**config.mk**
```make
export PLATFORM = sky130hd
export DESIGN_NAME = instr_prefetch_queue_flat
export DESIGN_NICKNAME = d
export VERILOG_FILES = /design/src/rtl/instr_prefetch_queue_pkg.sv /design/src/rtl/instr_prefetch_queue_if.sv /design/src/rtl/instr_prefetch_queue_fifo_mem_dual.sv /design/src/rtl/instr_prefetch_queue.sv /design/src/flat_wrapper.sv
export SDC_FILE = /design/constraint.sdc
export NUM_CORES = 1
export LEC_CHECK = 0
export CORE_ASPECT_RATIO = 1.4
export CORE_MARGIN = 5
export CORE_UTILIZATION = 48
export DETAILED_ROUTE_END_ITERATION = 10
export PLACE_DENSITY = 0.74
export SYNTH_ARGS = -nofsm -noshare
export SYNTH_HDL_FRONTEND = slang
export SYNTH_SLANG_ARGS = --single-unit
```
**constraint.sdc**
```tcl
create_clock -name clk -period 2.1 [get_ports clk]
set_input_delay 0.21 -clock clk [delete_from_list [all_inputs] [get_ports clk]]
set_output_delay 0.21 -clock clk [all_outputs]
set_load 0.005 [all_outputs]
```
**src/rtl/instr_prefetch_queue_pkg.sv**
```systemverilog
// Shared constants and width helpers for the instruction prefetch queue.
// Pure declarations: no latency, no backpressure.
package instr_prefetch_queue_pkg;

    localparam int IPQ_INSTR_WIDTH = 14;
    localparam int IPQ_NOP_ENC     = 0;

    function automatic int ipq_ptr_width(input int depth);
        return $clog2(depth);
    endfunction

    // count must represent DEPTH itself, hence one more code than the pointer
    function automatic int ipq_cnt_width(input int depth);
        return $clog2(depth + 1);
    endfunction

endpackage

```
**src/rtl/instr_prefetch_queue_if.sv**
```systemverilog
// Fetch-side and issue-side handshake bundle of the prefetch queue.
// master drives fetch offers, flush and issue_ready; slave is the queue itself.
interface instr_prefetch_queue_if
    import instr_prefetch_queue_pkg::*;
#(
    parameter int INSTR_WIDTH = IPQ_INSTR_WIDTH,
    parameter int DEPTH       = 4
);
    logic                              fetch_valid;
    logic [INSTR_WIDTH-1:0]            fetch_instr;
    logic                              fetch_void;
    logic                              fetch_ready;
    logic                              flush;
    logic                              issue_ready;
    logic                              issue_valid;
    logic [INSTR_WIDTH-1:0]            issue_instr;
    logic                              issue_is_void;
    logic [ipq_cnt_width(DEPTH)-1:0]   count;

    modport master (
        output fetch_valid, fetch_instr, fetch_void, flush, issue_ready,
        input  fetch_ready, issue_valid, issue_instr, issue_is_void, count
    );

    modport slave (
        input  fetch_valid, fetch_instr, fetch_void, flush, issue_ready,
        output fetch_ready, issue_valid, issue_instr, issue_is_void, count
    );
endinterface

```
**src/rtl/instr_prefetch_queue_fifo_mem_dual.sv**
```systemverilog
// DEPTH x WIDTH register array, synchronous write, combinational read; MSB is a void tag.
// clr_tag clears every void tag at the edge; data bits are never reset.
module fifo_mem_dual
    import instr_prefetch_queue_pkg::*;
#(
    parameter int WIDTH = IPQ_INSTR_WIDTH + 1,
    parameter int DEPTH = 4,
    localparam int AW   = ipq_ptr_width(DEPTH)
) (
    input  logic             clk,
    input  logic             clr_tag,
    input  logic             wr_en,
    input  logic [AW-1:0]    wr_addr,
    input  logic [WIDTH-1:0] wr_dat,
    input  logic [AW-1:0]    rd_addr,
    output logic [WIDTH-1:0] rd_dat
);
    logic [WIDTH-1:0] mem_q [DEPTH];
    logic [WIDTH-1:0] mem_d [DEPTH];

    always_comb begin
        mem_d = mem_q;
        if (wr_en) begin
            mem_d[wr_addr] = wr_dat;
        end
        if (clr_tag) begin
            for (int i = 0; i < DEPTH; i++) begin
                mem_d[i][WIDTH-1] = 1'b0;
            end
        end
    end

    always_ff @(posedge clk) begin
        mem_q <= mem_d;
    end

    assign rd_dat = mem_q[rd_addr];

endmodule

```
**src/rtl/instr_prefetch_queue.sv**
```systemverilog
// Prefetch FIFO between fetch and decode; a pushed word issues one cycle later.
// fetch_ready drops only when full; flush empties the queue and drops same-cycle traffic.
module instr_prefetch_queue
    import instr_prefetch_queue_pkg::*;
#(
    parameter int                     INSTR_WIDTH = IPQ_INSTR_WIDTH,
    parameter int                     DEPTH       = 4,
    parameter logic [INSTR_WIDTH-1:0] NOP_VALUE   = INSTR_WIDTH'(IPQ_NOP_ENC)
) (
    input  logic                   clk,
    input  logic                   reset,
    instr_prefetch_queue_if.slave  bus
);
    localparam int             PW   = ipq_ptr_width(DEPTH);
    localparam int             CW   = ipq_cnt_width(DEPTH);
    localparam logic [CW-1:0]  FULL = CW'(DEPTH);

    logic [PW-1:0]        rd_ptr_q, rd_ptr_d;
    logic [PW-1:0]        wr_ptr_q, wr_ptr_d;
    logic [CW-1:0]        count_q, count_d;
    logic                 push, pop;
    logic [INSTR_WIDTH:0] head;

    assign bus.fetch_ready = (count_q != FULL);
    assign bus.issue_valid = (count_q != '0);

    assign push = bus.fetch_valid & bus.fetch_ready & ~bus.flush;
    assign pop  = bus.issue_ready & bus.issue_valid & ~bus.flush;

    always_comb begin
        rd_ptr_d = rd_ptr_q;
        wr_ptr_d = wr_ptr_q;
        count_d  = count_q;
        if (bus.flush) begin
            rd_ptr_d = wr_ptr_q;
            count_d  = '0;
        end else begin
            if (push) wr_ptr_d = wr_ptr_q + 1'b1;
            if (pop)  rd_ptr_d = rd_ptr_q + 1'b1;
            if (push && !pop) begin
                count_d = count_q + 1'b1;
            end else if (pop && !push) begin
                count_d = count_q - 1'b1;
            end
        end
    end

    always_ff @(posedge clk) begin
        if (reset) begin
            rd_ptr_q <= '0;
            wr_ptr_q <= '0;
            count_q  <= '0;
        end else begin
            rd_ptr_q <= rd_ptr_d;
            wr_ptr_q <= wr_ptr_d;
            count_q  <= count_d;
        end
    end

    fifo_mem_dual #(
        .WIDTH (INSTR_WIDTH + 1),
        .DEPTH (DEPTH)
    ) u_mem (
        .clk     (clk),
        .clr_tag (reset),
        .wr_en   (push & ~reset),
        .wr_addr (wr_ptr_q),
        .wr_dat  ({bus.fetch_void, bus.fetch_instr}),
        .rd_addr (rd_ptr_q),
        .rd_dat  (head)
    );

    // Gating by occupancy keeps stale or never-written storage off the decoder.
    assign bus.issue_is_void = bus.issue_valid & head[INSTR_WIDTH];
    assign bus.issue_instr   = (bus.issue_valid && !head[INSTR_WIDTH])
                               ? head[INSTR_WIDTH-1:0] : NOP_VALUE;
    assign bus.count         = count_q;

endmodule

```
**src/flat_wrapper.sv**
```systemverilog
// flat-port wrapper written by rule: the top's interface ports become plain ports
module instr_prefetch_queue_flat import instr_prefetch_queue_pkg::*;
#(
    parameter int                     INSTR_WIDTH = IPQ_INSTR_WIDTH,
    parameter int                     DEPTH       = 4,
    parameter logic [INSTR_WIDTH-1:0] NOP_VALUE   = INSTR_WIDTH'(IPQ_NOP_ENC)
)
  (clk, reset, bus_fetch_valid, bus_fetch_instr, bus_fetch_void, bus_flush, bus_issue_ready, bus_fetch_ready, bus_issue_valid, bus_issue_instr, bus_issue_is_void, bus_count);
  instr_prefetch_queue_if #(.INSTR_WIDTH(INSTR_WIDTH), .DEPTH(DEPTH)) bus_i ();
  input  logic clk;
  input  logic reset;
  input wire logic [$bits(bus_i.fetch_valid)-1:0] bus_fetch_valid;
  input wire logic [$bits(bus_i.fetch_instr)-1:0] bus_fetch_instr;
  input wire logic [$bits(bus_i.fetch_void)-1:0] bus_fetch_void;
  input wire logic [$bits(bus_i.flush)-1:0] bus_flush;
  input wire logic [$bits(bus_i.issue_ready)-1:0] bus_issue_ready;
  output wire logic [$bits(bus_i.fetch_ready)-1:0] bus_fetch_ready;
  output wire logic [$bits(bus_i.issue_valid)-1:0] bus_issue_valid;
  output wire logic [$bits(bus_i.issue_instr)-1:0] bus_issue_instr;
  output wire logic [$bits(bus_i.issue_is_void)-1:0] bus_issue_is_void;
  output wire logic [$bits(bus_i.count)-1:0] bus_count;
  assign bus_i.fetch_valid = bus_fetch_valid;
  assign bus_i.fetch_instr = bus_fetch_instr;
  assign bus_i.fetch_void = bus_fetch_void;
  assign bus_i.flush = bus_flush;
  assign bus_i.issue_ready = bus_issue_ready;
  assign bus_fetch_ready = bus_i.fetch_ready;
  assign bus_issue_valid = bus_i.issue_valid;
  assign bus_issue_instr = bus_i.issue_instr;
  assign bus_issue_is_void = bus_i.issue_is_void;
  assign bus_count = bus_i.count;
  instr_prefetch_queue #(.INSTR_WIDTH(INSTR_WIDTH), .DEPTH(DEPTH), .NOP_VALUE(NOP_VALUE)) u_core (.clk(clk), .reset(reset), .bus(bus_i));
endmodule
```
==> results.py <==
metrics = {
    "sta": {
        "report.final.slew_viol_count": 0,
        "fin_ws_ns": 0.0585,
        "timing.final.crit_share": 0.972,
        "fmaxAchievable_mhz": 490,
        "setup_tns_ns": 0,
        "period_minus_slack_ns": 2.04,
        "fin_skew_ns": 0.0113,
        "rsz0062_at_grt": "true",
        "hold_viol_final": 0,
        "max_slew_margin": 0.778,
        "setup_viol": 0,
        "worstMarginPinSlew_ns": 0.328,
    },
    "clock_tree": {
        "cts-root-buf": "clkbuf_8",
        "hold_buffers": 0,
        "htree_num_levels": 3,
        "clkTransAtPathRegs_ns": 0.07,
        "cts_tree": "done",
        "clock_latency_ns": 0.33,
        "cts_made_buffers": 9,
        "clock_sinks": 67,
        "clk_path_buf_depth": 2,
    },
    "die": {
        "die_area_sq_mm": 0.00797,
        "rows": 34,
        "core_area_sq_mm": 0.00617,
        "ioPinCount": 40,
        "die_y_um": 104,
        "initial_core_util": 0.488,
        "die_w_um": 76.9,
    },
    "placed_design": {
        "io_buffers": 39,
        "place.gp.congestion": 0.773,
        "place_ws_ns": -0.175,
        "hpwl_um": 3850,
    },
    "power": {
        "share_comb_of_total_power": 0.159,
        "p_per_area_mw_per_mm2": 698,
        "p_int_mw": 2.12,
        "clkPwrFrac": 0.306,
        "switchingPower_mw": 0.648,
        "pwr-share-seq": 0.535,
        "ir_drop_mv": 0.557,
        "p_leak_nw": 1.43,
        "sw_frac_of_total": 0.234,
    },
    "setup_path": {
        "start_kind": "flip-flop",
        "crit_arrival_ns": 1.83,
        "crit_path_max_fanout": 5,
        "worstPathRequired_ns": 1.89,
        "crit_type": "reg -> out",
        "cp-end-kind": "output pin",
    },
    "global_routing": {
        "top_usage_layer": "met2",
        "track_usage": 0.154,
        "grt_pass1_wl_um": 9580,
        "grt.met3_usage": 0.0408,
        "grt_pass1_vias": 1951,
        "antenna_found_initial": 0,
        "grt_max_degree": 29,
        "overflow": 0,
        "grt_use_met1": 0.174,
        "grtUsageMet2": 0.276,
    },
    "synth": {
        "synth_nets": 220,
        "yosysUniqueCellTypes": 40,
        "synth_area_sq_mm": 0.00301,
        "yosysSeqAreaShare": 0.632,
        "ys_warn_count": 0,
        "ys_seq_elements": 67,
        "syn_inst": 194,
        "avgSynthCellArea_sq_um": 15.5,
    },
    "layout": {
        "n_antenna_cell": 0,
        "post-route-util": 0.642,
        "nNetsFinal": 293,
        "drive_above_1_share": 0.332,
        "final_cell_mix": "56 x edfxtp_1, 24 x clkdlybuf4s50_1, 24 x buf_4, 16 x mux2i_1, 15 x nand2_1",
        "layout_commonest_cell": "edfxtp_1",
        "area_delta_synth_final_pct": 31.7,
    },
    "detailed_routing": {
        "ant_nets": 0,
        "via_count": 1854,
        "first_iter_violations": 118,
        "drt-wirelength-per-cell_um": 17.5,
        "vias_per_cell": 5.41,
        "drcViolationCount": 0,
        "drt_wl_total_um": 5990,
        "drt-pass1-iter-count": 4,
    },
    "status": {
        "status": "finished clean",
    },
    "flow_run": {
        "cap_violations": 0,
    },
    "hold_path": {
        "min_path_type": "in -> reg",
    },
}
## synthesized netlist by cell type, drive strengths merged
master,instances,area (sq um)
nand2,17,78.8
a21boi,1,7.51
buf,10,72.6
mux2,18,203
o21ai,2,10.0
dfxtp,11,220
inv,8,30.0
clkbuf,2,7.51
nor2b,4,25.0
a311oi,1,15.0
mux2i,17,183
or2,1,6.26
a2111oi,1,15.0
and3,1,6.26
nor3b,1,12.5
o31ai,2,15.0
edfxtp,56,1680
xor2,2,17.5
nor4bb,1,10.0
or3,3,18.8
nand4,4,25.0
o21a,1,7.51
o32ai,14,198
or4b,1,10.0
nor3,2,10.0
a21oi,2,10.0
ha,5,62.6
nand2b,2,12.5
xnor2,1,8.76
fa,1,20.0
nor2,2,10.0
## power groups by stage
stage / registers (mW) / clock network [mW] / logic, mW
after CTS: 1.48 / 0.868 / 0.429
after detailed placement: 1.51 / 0 / 0.392
after global placement: 1.51 / 0 / 0.387
final: 1.48 / 0.845 / 0.441
after global routing: 1.48 / 0.938 / 0.472
after floorplan: 1.50 / 0 / 0.215
## logic make-up (layout without fill, tap and decap cells)
| kind of cell | Yosys count | count (layout) | synth area share |
|---|---|---|---|
| AND/OR/NAND/NOR | 39 | 41 | 0.0748 |
| flip-flops | 67 | 67 | 0.632 |
| AO/OA/AOI/OAI | 24 | 24 | 0.0923 |
| adder cells (fa/ha/maj) | 6 | 6 | 0.0274 |
| buffers and inverters | 20 | 95 | 0.0366 |
| XOR/XNOR | 3 | 3 | 0.00873 |
| multiplexers | 35 | 35 | 0.128 |
## final timing paths
check / start / to / slack [ns] / cells after the start
worst max register to register: u_core.bus.count[1]$_SDFFE_PP0P_ / u_core.bus.count[2]$_SDFFE_PP0P_ / 0.11 / 8
worst min register to register: u_core.wr_ptr_q[0]$_SDFFE_PP0P_ / u_core.wr_ptr_q[0]$_SDFFE_PP0P_ / 0.54 / 2
worst max-delay path: u_core.rd_ptr_q[0]$_SDFFE_PP0P_ / bus_issue_instr[1] / 0.06 / 6
worst min-delay path: bus_fetch_instr[8] / u_core.u_mem.mem_q[53]$_DFFE_PP_ / 0.52 / 1
## registers in the layout, summed over array words and instances, names as in the netlist
register,count
u_core.u_mem.mem_q,60
u_core.bus.count,3
u_core.rd_ptr_q,2
u_core.wr_ptr_q,2
## through the flow
| stage | hold WS [ns] | power [mW] | cell area [sq um] | instances |
|---|---|---|---|---|
| global placement | 0.521 | 1.89 | 3670 | 318 |
| CTS | 0.502 | 2.78 | 3920 | 339 |
| floorplan | 0.309 | 1.72 | 3010 | 194 |
| finish | 0.521 | 2.76 | 3960 | 343 |
| global route | 0.507 | 2.89 | 3960 | 343 |
| detailed placement | 0.527 | 1.90 | 3670 | 318 |
## worst max-delay path, stage by stage (launching register included)
cell             delay, ns
dfxtp_4               0.40
mux2i_4               0.27
buf_4                 0.15
buf_4                 0.12
nand2_4               0.09
o32ai_2               0.25
clkdlybuf4s15_1       0.24
## repair_timing
action | in CTS | in global routing
setup buffers | 4 | 4
pin swaps | 2 | 3
setup endpoints to repair | 15 | 7
gates cloned | 2 | 0
resized for setup | 26 | 17
## metal layers
layer  up-vias  share of wire
met5         -              0
met4         0         0.0080
met3         6          0.043
met2        45           0.56
met1       914           0.39
li1        889              -
## area by class of cell
class                   instances  area [sq um]
clock buffers                  12           135
clock inverters                 3          16.3
fillers                       452          2210
inverters                       8          30.0
multi-input cells             109          1070
flip-flops and latches         67          1910
well taps                      72          90.1
repair buffers                 72           704
Note: power is estimated with default switching activity, not from simulation.
